**config.mk**
```make
export PLATFORM = sky130hd
export DESIGN_NAME = uart_rx_ctrl
export DESIGN_NICKNAME = d
export VERILOG_FILES = /design/src/rtl/uart_rx_ctrl.sv
export SDC_FILE = /design/constraint.sdc
export NUM_CORES = 1
export LEC_CHECK = 0
export ABC_AREA = 1
export ABC_CLOCK_PERIOD_IN_PS = 2880
export CORE_MARGIN = 4
export CORE_UTILIZATION = 35
export CTS_CLUSTER_SIZE = 20
export DETAILED_ROUTE_END_ITERATION = 8
export GPL_TIMING_DRIVEN = 0
export SYNTH_ARGS = -nofsm -noshare
export SYNTH_HDL_FRONTEND = slang
export SYNTH_SLANG_ARGS = --single-unit
```
**constraint.sdc**
```tcl
create_clock -name clk -period 2.88 [get_ports clk]
set_input_delay 0.576 -clock clk [delete_from_list [all_inputs] [get_ports clk]]
set_output_delay 0.576 -clock clk [all_outputs]
set_load 0.02 [all_outputs]
```
**src/rtl/uart_rx_ctrl.sv**
```systemverilog
// -----------------------------------------------------------------------------
// uart_rx_ctrl
// Controller that sits beside the UART receiver. It owns the receiver's
// configuration (Prescale / PAR_EN / PAR_TYP), tracks frame activity so that
// configuration changes only take effect between frames, buffers received
// bytes in a first-word-fall-through FIFO and reports overflow / timeout.
//
// Ports
//   clk           system clock, rising edge
//   rst           asynchronous active-low reset
//   rx_in         serial line (already synchronised)
//   rx_data_valid receiver byte-done pulse
//   rx_p_data     receiver byte, qualified by rx_data_valid
//   cfg_wr        configuration write strobe
//   cfg_prescale  requested Prescale
//   cfg_par_en    requested PAR_EN
//   cfg_par_typ   requested PAR_TYP
//   Prescale      applied Prescale to the receiver
//   PAR_EN        applied parity enable
//   PAR_TYP       applied parity type (0 even, 1 odd)
//   cfg_pending   shadow configuration waiting to be applied
//   cfg_err       one-cycle pulse: write rejected (cfg_prescale < 4)
//   m_data        FIFO head byte (0 while empty)
//   m_valid       FIFO non-empty
//   m_ready       consumer accepts head when m_valid && m_ready
//   fifo_count    FIFO occupancy
//   ovf           sticky: byte dropped on a full FIFO
//   tmo           sticky: frame ended by timeout
//   sts_clr       clears ovf/tmo; a set event in the same cycle wins
// -----------------------------------------------------------------------------
module uart_rx_ctrl #(
  parameter int         DEPTH        = 8,
  parameter logic [5:0] DEF_PRESCALE = 6'd8,
  parameter logic       DEF_PAR_EN   = 1'b1,
  parameter logic       DEF_PAR_TYP  = 1'b0
) (
  input  logic                     clk,
  input  logic                     rst,
  input  logic                     rx_in,
  input  logic                     rx_data_valid,
  input  logic [7:0]               rx_p_data,
  input  logic                     cfg_wr,
  input  logic [5:0]               cfg_prescale,
  input  logic                     cfg_par_en,
  input  logic                     cfg_par_typ,
  output logic [5:0]               Prescale,
  output logic                     PAR_EN,
  output logic                     PAR_TYP,
  output logic                     cfg_pending,
  output logic                     cfg_err,
  output logic [7:0]               m_data,
  output logic                     m_valid,
  input  logic                     m_ready,
  output logic [$clog2(DEPTH):0]   fifo_count,
  output logic                     ovf,
  output logic                     tmo,
  input  logic                     sts_clr
);

  localparam int AW = $clog2(DEPTH);
  localparam int CW = AW + 1;
  localparam logic [CW-1:0] FULL_CNT = CW'(DEPTH);

  typedef enum logic [0:0] {
    ST_IDLE  = 1'b0,
    ST_FRAME = 1'b1
  } state_t;

  // registers
  logic          r_rx_in_q;
  state_t        r_state;
  logic [9:0]    r_timer;
  logic [5:0]    r_prescale;
  logic          r_par_en;
  logic          r_par_typ;
  logic [5:0]    r_sh_prescale;
  logic          r_sh_par_en;
  logic          r_sh_par_typ;
  logic          r_cfg_pending;
  logic          r_cfg_err;
  logic [7:0]    r_mem [DEPTH];
  logic [AW-1:0] r_rd_ptr;
  logic [AW-1:0] r_wr_ptr;
  logic [CW-1:0] r_count;
  logic          r_ovf;
  logic          r_tmo;

  // combinational signals
  state_t        w_state_nxt;
  logic [9:0]    w_timer_nxt;
  logic          w_tmo_evt;
  logic          w_fall;
  logic [9:0]    w_limit;
  logic          w_apply;
  logic          w_cfg_ok;
  logic          w_cfg_bad;
  logic          w_empty;
  logic          w_full;
  logic          w_do_pop;
  logic          w_do_push;
  logic          w_ovf_evt;

  assign w_fall    = r_rx_in_q & ~rx_in;
  // 12 * Prescale without a multiplier; 63*12 still fits in 10 bits
  assign w_limit   = ({4'd0, r_prescale} << 3) + ({4'd0, r_prescale} << 2);
  // a frame starting this cycle blocks the apply so the receiver never sees
  // its configuration change under a frame
  assign w_apply   = (r_state == ST_IDLE) & r_cfg_pending & ~w_fall;
  assign w_cfg_ok  = cfg_wr & (cfg_prescale >= 6'd4);
  assign w_cfg_bad = cfg_wr & (cfg_prescale < 6'd4);

  assign w_empty   = (r_count == {CW{1'b0}});
  assign w_full    = (r_count == FULL_CNT);
  assign w_do_pop  = ~w_empty & m_ready;
  // a full FIFO still accepts a push when the head leaves in the same cycle
  assign w_do_push = rx_data_valid & (~w_full | w_do_pop);
  assign w_ovf_evt = rx_data_valid & w_full & ~w_do_pop;

  // Register the serial line for falling-edge detection (idle line is high)
  always_ff @(posedge clk or negedge rst) begin
    if (!rst) begin
      r_rx_in_q <= 1'b1;
    end else begin
      r_rx_in_q <= rx_in;
    end
  end

  // Frame FSM state and frame timer registers
  always_ff @(posedge clk or negedge rst) begin
    if (!rst) begin
      r_state <= ST_IDLE;
      r_timer <= 10'd0;
    end else begin
      r_state <= w_state_nxt;
      r_timer <= w_timer_nxt;
    end
  end

  // Frame FSM next-state, timer and timeout event
  always_comb begin
    w_state_nxt = r_state;
    w_timer_nxt = r_timer;
    w_tmo_evt   = 1'b0;
    case (r_state)
      ST_IDLE: begin
        if (w_fall) begin
          w_state_nxt = ST_FRAME;
          w_timer_nxt = 10'd0;
        end else begin
          w_state_nxt = ST_IDLE;
        end
      end
      ST_FRAME: begin
        // a completed byte ends the frame even if the limit is reached now
        if (rx_data_valid) begin
          w_state_nxt = ST_IDLE;
        end else if (r_timer == w_limit) begin
          w_state_nxt = ST_IDLE;
          w_tmo_evt   = 1'b1;
        end else begin
          w_timer_nxt = r_timer + 10'd1;
        end
      end
      default: begin
        w_state_nxt = ST_IDLE;
        w_timer_nxt = 10'd0;
      end
    endcase
  end

  // Shadow configuration, applied configuration and pending flag
  always_ff @(posedge clk or negedge rst) begin
    if (!rst) begin
      r_prescale    <= DEF_PRESCALE;
      r_par_en      <= DEF_PAR_EN;
      r_par_typ     <= DEF_PAR_TYP;
      r_sh_prescale <= DEF_PRESCALE;
      r_sh_par_en   <= DEF_PAR_EN;
      r_sh_par_typ  <= DEF_PAR_TYP;
      r_cfg_pending <= 1'b0;
    end else begin
      // apply uses the shadow as it stood before any write in this cycle
      if (w_apply) begin
        r_prescale <= r_sh_prescale;
        r_par_en   <= r_sh_par_en;
        r_par_typ  <= r_sh_par_typ;
      end
      if (w_cfg_ok) begin
        r_sh_prescale <= cfg_prescale;
        r_sh_par_en   <= cfg_par_en;
        r_sh_par_typ  <= cfg_par_typ;
        r_cfg_pending <= 1'b1;
      end else if (w_apply) begin
        r_cfg_pending <= 1'b0;
      end else begin
        r_cfg_pending <= r_cfg_pending;
      end
    end
  end

  // One-cycle rejection pulse for an illegal Prescale write
  always_ff @(posedge clk or negedge rst) begin
    if (!rst) begin
      r_cfg_err <= 1'b0;
    end else begin
      r_cfg_err <= w_cfg_bad;
    end
  end

  // FIFO storage; contents are meaningless while the count says empty
  always_ff @(posedge clk) begin
    if (w_do_push) begin
      r_mem[r_wr_ptr] <= rx_p_data;
    end
  end

  // FIFO pointers and occupancy; pointers wrap naturally at DEPTH
  always_ff @(posedge clk or negedge rst) begin
    if (!rst) begin
      r_rd_ptr <= {AW{1'b0}};
      r_wr_ptr <= {AW{1'b0}};
      r_count  <= {CW{1'b0}};
    end else begin
      if (w_do_push) begin
        r_wr_ptr <= r_wr_ptr + AW'(1);
      end
      if (w_do_pop) begin
        r_rd_ptr <= r_rd_ptr + AW'(1);
      end
      case ({w_do_push, w_do_pop})
        2'b10:   r_count <= r_count + CW'(1);
        2'b01:   r_count <= r_count - CW'(1);
        default: r_count <= r_count;
      endcase
    end
  end

  // Sticky status flags; a set event beats a clear in the same cycle
  always_ff @(posedge clk or negedge rst) begin
    if (!rst) begin
      r_ovf <= 1'b0;
      r_tmo <= 1'b0;
    end else begin
      if (w_ovf_evt) begin
        r_ovf <= 1'b1;
      end else if (sts_clr) begin
        r_ovf <= 1'b0;
      end else begin
        r_ovf <= r_ovf;
      end
      if (w_tmo_evt) begin
        r_tmo <= 1'b1;
      end else if (sts_clr) begin
        r_tmo <= 1'b0;
      end else begin
        r_tmo <= r_tmo;
      end
    end
  end

  assign Prescale    = r_prescale;
  assign PAR_EN      = r_par_en;
  assign PAR_TYP     = r_par_typ;
  assign cfg_pending = r_cfg_pending;
  assign cfg_err     = r_cfg_err;
  assign m_valid     = ~w_empty;
  assign m_data      = w_empty ? 8'd0 : r_mem[r_rd_ptr];
  assign fifo_count  = r_count;
  assign ovf         = r_ovf;
  assign tmo         = r_tmo;

endmodule
```
Yosys cells after proc, flatten, opt, wreduce, memory -nomap -nowiden. Memory sizes are Yosys's and may differ from the RTL's. Cells that the tools add are included.

Register bits after elaboration: 42. RAM bits: 64. Output and inout port bits: 25. Memories: 1. Input bits: 23.

Add/sub/neg operators: 6. Muxes and demuxes: 20. $lt $le $gt $ge: 2. Reduce and logical (&&, ||, !) cells: 6. Bitwise gates (word level): 16. Eq/ne operators: 7.

Memories: r_mem (words 8, bits a word 8, rd ports 1, clocked after Yosys merged registers in 0, write ports 1, RTL line 81) `logic [7:0] r_mem [DEPTH];`.

Operators with widths (count): $mux 10 (3); $pmux 10 s2 (1); $mux 1 (13); $add 10x1->10 const B (1); $add 9x8->10 (1); $eq 10x10->1 (1); $and 1x1->1 (9); $mux 8 (1); $pmux 4 s2 (1); $reduce_bool 2->1 (4); $add 3x1->3 const B (2); $ge 6x3->1 const B (1); $lt 6x3->1 const B (1); $ne 2x2->1 const B (3); $not 1->1 (6); $add 4x1->4 const B (1); $eq 4x4->1 const B (1); $logic_not 4->1 (1); $sub 4x1->4 const B (1); $reduce_and 3->1 (1); $eq 2x1->1 const B (1); $eq 2x2->1 const B (1); $pmux 1 s2 (1); $or 1x1->1 (1).

Depth between registers and ports, before layout. Gate-level depths: netlist (run 1).

Depth after elaboration: 7. Mapped depth: 16. Mapped depth without buffers: 16.

Worst setup path before layout (run 1). Ideal clock, no wire load.

Path type: input to register. Start: input port m_ready. End: register r_count[3], in the netlist fifo_count[3]. Cell stages on the path: 12. Setup time: 0.122 ns. Path buffers: 0. Path slack: 0.592 ns. Data arrival time: 2.166 ns. Cell sequence: nor4_1 > nor2_1 > inv_1 > ha_1 > ha_1 > nand2_1 > nor2_1 > a211oi_1 > nor2_1 > nor2_1 > nand2_1 > xor2_1.

Word-level cells in the longest chain between the ends: 5. Elaborated cells on any way between the ends: 7.

RTL lines: start: declaration (RTL line 53) `input logic m_ready,`; $and 1x1->1 (*) (RTL line 114) `assign w_do_pop = ~w_empty & m_ready;`; $or 1x1->1 (RTL line 116) `assign w_do_push = rx_data_valid & (~w_full | w_do_pop);`; $and 1x1->1 (RTL line 116); $eq 2x1->1 or $eq 2x2->1 (tied branches) (RTL line 230) `case ({w_do_push, w_do_pop})`; $pmux 4 s2 or $reduce_bool 2->1 (tied branches); end signal: assignment (RTL line 231) `2'b10: r_count <= r_count + CW'(1);`; end signal: assignment (RTL line 232) `2'b01: r_count <= r_count - CW'(1);`; end signal: assignment (RTL line 233) `default: r_count <= r_count;`; end: declaration (RTL line 84) `logic [CW-1:0] r_count;`.

Every way passes the cells marked *; elsewhere a longest branch is shown, timed or not. A chain may end at the register's enable or synchronous reset.

Final worst setup path (run 1).
Start: register r_rd_ptr[1]. End: output port m_data[6].

Word-level cells in the longest chain between the ends: 2.

RTL lines: start: declaration (RTL line 82) `logic [AW-1:0] r_rd_ptr;`; start signal: assignment (RTL line 220) `r_rd_ptr <= {AW{1'b0}};`; start signal: assignment (RTL line 228) `r_rd_ptr <= r_rd_ptr + AW'(1);`; $mem_v2 8x8; $mux 8 (RTL line 267) `assign m_data = w_empty ? 8'd0 : r_mem[r_rd_ptr];`; end: declaration (RTL line 51) `output logic [7:0] m_data,`.

Every way passes these cells.

==> summary.md, run 1 <==
| Metric | Value |
|---|---|
| Tcrit/Tclk final | 94.16% |
| Internal power | 3.326 mW |
| Die height | 126.4 µm |
| CP startpoint kind | flip-flop |
| Commonest non-fill, non-tap cells in the layout | nand2_1 (91), nor2_1 (74), edfxtp_1 (64), o21ai_0 (56), inv_1 (49) |
| Final Hold Viols | 0 |
| Hold-fix buffers at CTS | 0 |
| Drt wl/cell | 14.47 µm |
| Clock buffer depth | 2 |
| Vias | 3,549 |
| Distinct cells, synth | 32 |
| Lkg Pwr | 2.446 nW |
| Post-Syn Area per Cell | 9.817 µm² |
| Post-Syn Nets | 538 |
| Fmax | 368.8 MHz |
| Core Footprint | 0.01383 mm² |
| Worst Skew | 0.009215 ns |
| Peak supply drop | 0.4943 mV |
| Critical path fanouts, max | 10 |
| MaxCap Viol Count | 0 |
| Rel. slew slack | 39.32% |
| GR Util met2 | 24.25% |
| Minimum clock period | 2.712 ns |
| Worst-margin pin slew | 0.9069 ns |
| FILL cells | 1,326 |
| DRC viols | 0 |
| FP Rows | 43 |
| Die width | 126.4 µm |
| Die ar. | 0.01598 mm² |
| Fin nets | 596 |
| Vias/cell | 4.777 |
| CP required | 2.30 ns |
| Setup-failing EPs final | 0 |
| CTS tree | done |
| Placer Congestion | 0.8037 |
| Post-Place Cells | 728 |
| Worst setup path category | reg -> out |
| Final cell count without fillers | 743 |
| Initial core utilization | 35.50% |
| 1st-iter DRT viols | 220 |
| RSZ-0062 raised after global routing | no |
| Critical Path End Type | output port |
| Initial antenna violation count | 0 |
| CTS Buf Count | 9 |
| Clock power frac | 22.7% |
| #FFs+latches synth | 106 |
| Setup TNS | 0 ns |
| Register area share after synthesis | 60.69% |
| Top Usage Layer GRT | met2 |
| DR pass1 iterations | 4 |
| Gate count after technology mapping | 500 |
| Root cell of the clock tree | clkbuf_16 |
| Seq pwr share | 37.7% |
| Most common cell after layout, fill and taps aside | nand2_1 |
| Final Total Pwr | 5.498 mW |
| N_diodes | 0 |
| Cell area after synthesis | 0.004908 mm² |
| Switch Pwr | 2.172 mW |
| Met3 usage | 4.758% |
| Switching part of the total | 39.50% |
| Pwr dens | 925.0 mW/mm² |
| Clk_lat worst skew | 0.35 ns |
| GRT Overall Usage | 14.23% |
| Clock Pin Slew Worst Setup and Hold Paths | 0.08 ns |
| Reg2Reg Depth | 14 |
| Buffers on Ports | 47 |
| GRT overflow | 0 |
| Routed WL | 10.75 mm |
| Synth-to-layout area growth | 21.08% |
| Met1 Use GR | 17.10% |
| CTS Sinks | 106 |
| I/O pin cnt | 48 |
| Logic pwr share | 39.7% |
| H-tree depth | 3 |
| Vias in the first global route | 3,622 |
| Largest net degree at the start of global routing | 38 |
| Slew Limit Fails | 0 |
| Critical path arrival | 2.14 ns |
| Outcome | finished clean |
| HP Class | in -> async |
| Share of layout cells above drive strength 1 | 9.769% |
| Final HPWL DP | 7.768 mm |
| Post-route ant nets | 0 |
| First-pass GRT wire length | 17.95 mm |
| YS warnings | 0 |
-- sequential cells by signal, summed over array words and instances (netlist names), 3 cells and up --
name	cells
Prescale	6
fifo_count	4
r_sh_prescale	6
r_mem	64
r_rd_ptr	3
r_timer	10
r_wr_ptr	3
-- kinds of logic after synthesis --
group           count (synthesis)  share of synthesized area [%]
flops                         106                          60.69
xor+xnor                        9                          1.606
simple gates                  215                          18.23
mux                             4                         0.9176
compound gates                 82                          8.845
buf+inv                        69                          5.582
fa+ha+maj                      15                          4.130
-- cell usage after synthesis, drive strengths merged --
cell    count  area share [%]
a211oi      1            0.15
a21oi       8            0.82
a31oi       8             1.0
buf         5            0.69
clkbuf     11            0.84
clkinv      1           0.076
dfrtp      37              19
dfstp       5             2.7
edfxtp     64              39
fa          2            0.82
ha         13             3.3
inv        52             4.0
mux2        4            0.92
nand2      96             7.6
nand3      29             3.1
nand3b      1            0.15
nand4       2            0.25
nor2       77             6.0
nor3        7            0.71
nor3b       1            0.15
nor4        1            0.13
o21ai      56             5.7
o22ai       9             1.1
or2         1            0.13
xnor2       3            0.54
xor2        6             1.1
-- metal layers --
metal,wire length (µm),up-vias
met4,190,0
met5,0,-
met2,5292,74
met1,4732,1672
li1,-,1788
met3,537,15
-- metrics by stage --
stage / area (µm²) / hold slack [ns] / setup slack [ns] / util (%)
after floorplan: 4908 / 0.2804 / 0.5917 / -
after global placement: 5604 / 0.4554 / -0.1476 / 40.53
after detailed placement: 5619 / 0.4240 / -0.2682 / 40.64
after CTS: 5939 / 0.02792 / 0.02868 / 42.96
after global routing: 5943 / 0.02284 / 0.01358 / 42.98
final: 5943 / 0.04195 / 0.1682 / 42.98
-- final timing paths --
| kind | from | endpoint | slack (ns) |
|---|---|---|---|
| min in group clk | PAR_EN | PAR_EN | 0.47 |
| min reg2reg | PAR_EN | PAR_EN | 0.47 |
| min | rst | cfg_err | 0.04 |
| max reg2reg | fifo_count[1] | fifo_count[3] | 0.39 |
| max in group asynchronous | rst | Prescale[3] | 2.35 |
| max | r_rd_ptr[1] | m_data[6] | 0.17 |
-- power by group through the flow --
stage	combinational (mW)	clock, mW	sequential (mW)
detailed placement	2.27	0	2.09
global placement	2.23	0	2.08
global route	2.45	1.35	2.11
CTS	2.22	1.29	2.06
finish	2.18	1.25	2.07
floorplan	1.36	0	2.12
-- cell type report --
cell class                 count  area, µm²  share of cell area, %
sequential                   106       2980                  50.15
multi-input combinational    325       1662                  27.96
timing repair buffer          48      478.0                  8.042
clock buffer                   9      225.2                  3.789
tap                          180      225.2                  3.789
inverter                      53      198.9                  3.347
clock inverter                 7      88.84                  1.495
buffer                        15      85.08                  1.432
-- worst max-delay path, stage by stage (launching register included) --
cell and delay (ns):
dfrtp_1 0.53, clkbuf_2 0.33, o21ai_0 0.13, o22ai_1 0.15, o21ai_0 0.10, a31oi_1 0.19
dlygate4sd2_1 0.36
-- what timing repair did --
action,4_1_cts,5_1_grt
setup buffers,0,0
endpoints found under the setup margin,8,9
gates resized for setup,20,3
Power figures use the tool's default switching activity.
==> inputs of run 2 (changes only) <==
==> constraint.sdc (replaced) <==
create_clock -name clk -period 2.88 [get_ports clk]
set_input_delay 0.288 -clock clk [delete_from_list [all_inputs] [get_ports clk]]
set_output_delay 0.288 -clock clk [all_outputs]
set_load 0.02 [all_outputs]
==> run 2 against run 1 <==
Utilization increased by 0.082 points. Fmax about the same. Combinational power increased by 3%. Clock power about the same. Count of clock-buffer cells in the layout unchanged. Highest routed layer unchanged. Die area unchanged. Routed wire length increased by 0.86%. Hold slack improved by 0.24 ns. Total power increased by 1.2%. Global-route usage about the same. Final cell count increased by 0.13%. First-iteration DRC count increased by 5.9%.
==> summary.md, run 2 (synthesis gave the netlist of run 1 again) <==
| Metric | Value |
|---|---|
| Die ar. | 0.01598 mm² |
| Max incr delay on CP | 0.66 ns |
| Clk_lat worst skew | 0.36 ns |
| Pwr dens | 934.7 mW/mm² |
| Minimum clock period | 2.713 ns |
| Vias | 3,566 |
| Critical path arrival | 2.43 ns |
| Tcrit/Tclk final | 94.21% |
| Clock buffer depth | 2 |
| Worst setup path category | reg -> out |
| Die width | 126.4 µm |
| Crit path max-delay cell type | clkdlybuf4s50_1 |
| Worst Skew | 0.008485 ns |
| Setup TNS | 0 ns |
| Initial core utilization | 35.50% |
| CTS Sinks | 106 |
| Crit path from | r_rd_ptr[0] |
| RSZ-0062 raised after global routing | no |
| Die height | 126.4 µm |
| Fmax | 368.6 MHz |
| Largest net degree at the start of global routing | 38 |
| Post-route ant nets | 0 |
| Final HPWL DP | 7.768 mm |
| CP cell instances | inv_1 > clkbuf_2 > nor2_1 > o22ai_1 > o21ai_0 > a31oi_1 > clkdlybuf4s50_1 |
| Worst-margin pin slew | 0.8999 ns |
| MaxCap Viol Count | 0 |
| Lkg Pwr | 2.439 nW |
| CP startpoint kind | flip-flop |
| Share of layout cells above drive strength 1 | 9.220% |
| Synth-to-layout area growth | 21.31% |
| Fin nets | 597 |
| Setup Fix Bufs, Post-CTS | 0 |
| GRT overflow | 0 |
| Final Total Pwr | 5.565 mW |
| FILL cells | 1,322 |
| FP Rows | 43 |
| Outcome | finished clean |
| Vias in the first global route | 3,631 |
| Critical path fanouts, max | 10 |
| Max reg flops | 64 |
| I/O pin cnt | 48 |
| CP required | 2.59 ns |
| 1st-iter DRT viols | 233 |
| HP Class | in -> async |
| Initial antenna violation count | 0 |
| Root cell of the clock tree | clkbuf_16 |
| Reg2reg start | fifo_count[1] |
| Vias/cell | 4.793 |
| DR pass1 iterations | 4 |
| Critical Path End Type | output port |
| Drt wl/cell | 14.58 µm |
| Buffers on Ports | 47 |
| N_diodes | 0 |
| Clock Pin Slew Worst Setup and Hold Paths | 0.08 ns |
| H-tree depth | 3 |
| CTS Buf Count | 9 |
| Core Footprint | 0.01383 mm² |
| Top flop regs | r_mem (64), r_timer (10) |
| DRC viols | 0 |
| Rel. slew slack | 39.79% |
| Placer Congestion | 0.8037 |
| Final Hold Viols | 0 |
| Slew Limit Fails | 0 |
| Commonest non-fill, non-tap cells in the layout | nand2_1 (91), nor2_1 (74), edfxtp_1 (64), o21ai_0 (56), inv_1 (49) |
| Peak supply drop | 0.5052 mV |
| Most common cell after layout, fill and taps aside | nand2_1 |
| CTS tree | done |
| First-pass GRT wire length | 17.99 mm |
| Routed WL | 10.85 mm |
| Setup-failing EPs final | 0 |
| GRT Overall Usage | 14.26% |
| Largest Register | r_mem |
==> run 2: cell types whose count changed in the layout (fill, tap and decap cells not counted) <==
cell / before / now
clkdlybuf4s50_1: 38 / 45
dlygate4sd2_1: 7 / 1
clkbuf_1: 3 / 4
clkbuf_4: 2 / 1
clkdlybuf4s15_2: 1 / 0
dfrtp_1: 36 / 37
dfrtp_2: 1 / 0
dlygate4sd3_1: 0 / 1
==> run 2: final timing paths <==
check                                 to  slack, ns  depth (start not counted)
max                            m_data[4]       0.17                          7
min                              cfg_err       0.28                          2
max reg2reg                fifo_count[3]       0.40                         14
min reg2reg                       PAR_EN       0.47                          2
max in group asynchronous      r_rx_in_q       2.10                          3
min in group clk               r_rx_in_q       0.36                          1
==> run 2: layout make-up <==
class / instances / area [µm²] / share of cell area, %
clock buffers: 9 / 225.2 / 3.782
multi-input cells: 325 / 1662 / 27.90
flip-flops and latches: 106 / 2979 / 50.03
clock inverters: 7 / 88.84 / 1.492
plain buffers: 15 / 81.33 / 1.366
inverters: 53 / 198.9 / 3.341
repair buffers: 49 / 494.2 / 8.300
well taps: 180 / 225.2 / 3.782
==> run 2: worst max-delay path: cells and delay by family, from the launching register on <==
kind,cells,cell delay (ns)
buf+inv,3,1.07
flops,1,0.47
compound gates,3,0.46
simple gates,1,0.07
==> run 2: repair_timing <==
action / 4_1_cts / 5_1_grt
setup endpoints to repair: 8 / 8
gates resized for setup: 7 / 4
hold buffers: 1 / 0
hold endpoints to repair: 5 / 0
==> run 2: report_power, final <==
group | switching [mW] | leakage, nW | internal (mW)
Combinational | 1.38 | 1.18 | 0.867
Sequential | 0.179 | 1.10 | 1.89
Clock | 0.622 | 0.153 | 0.627
==> run 2: per-layer routing <==
metal	track usage [%]	wire, µm
met5	0	0
met4	4.353	93
met2	24.32	5403
met1	17.13	4838
met3	4.758	509
==> run 2: through the flow <==
| stage | cells | hold WS, ns | area [µm²] | setup slack (ns) | util (%) |
|---|---|---|---|---|---|
| 2_1_floorplan | 500 | -0.007591 | 4908 | 0.6084 | - |
| 3_3_place_gp | 727 | 0.4554 | 5604 | 0.1404 | 40.53 |
| 3_5_place_dp | 728 | 0.1360 | 5619 | 0.01976 | 40.64 |
| 4_1_cts | 745 | 0.2702 | 5949 | 0.02264 | 43.03 |
| 5_1_grt | 744 | 0.3089 | 5954 | 0.006198 | 43.06 |
| 6_report | 744 | 0.2849 | 5954 | 0.1667 | 43.06 |
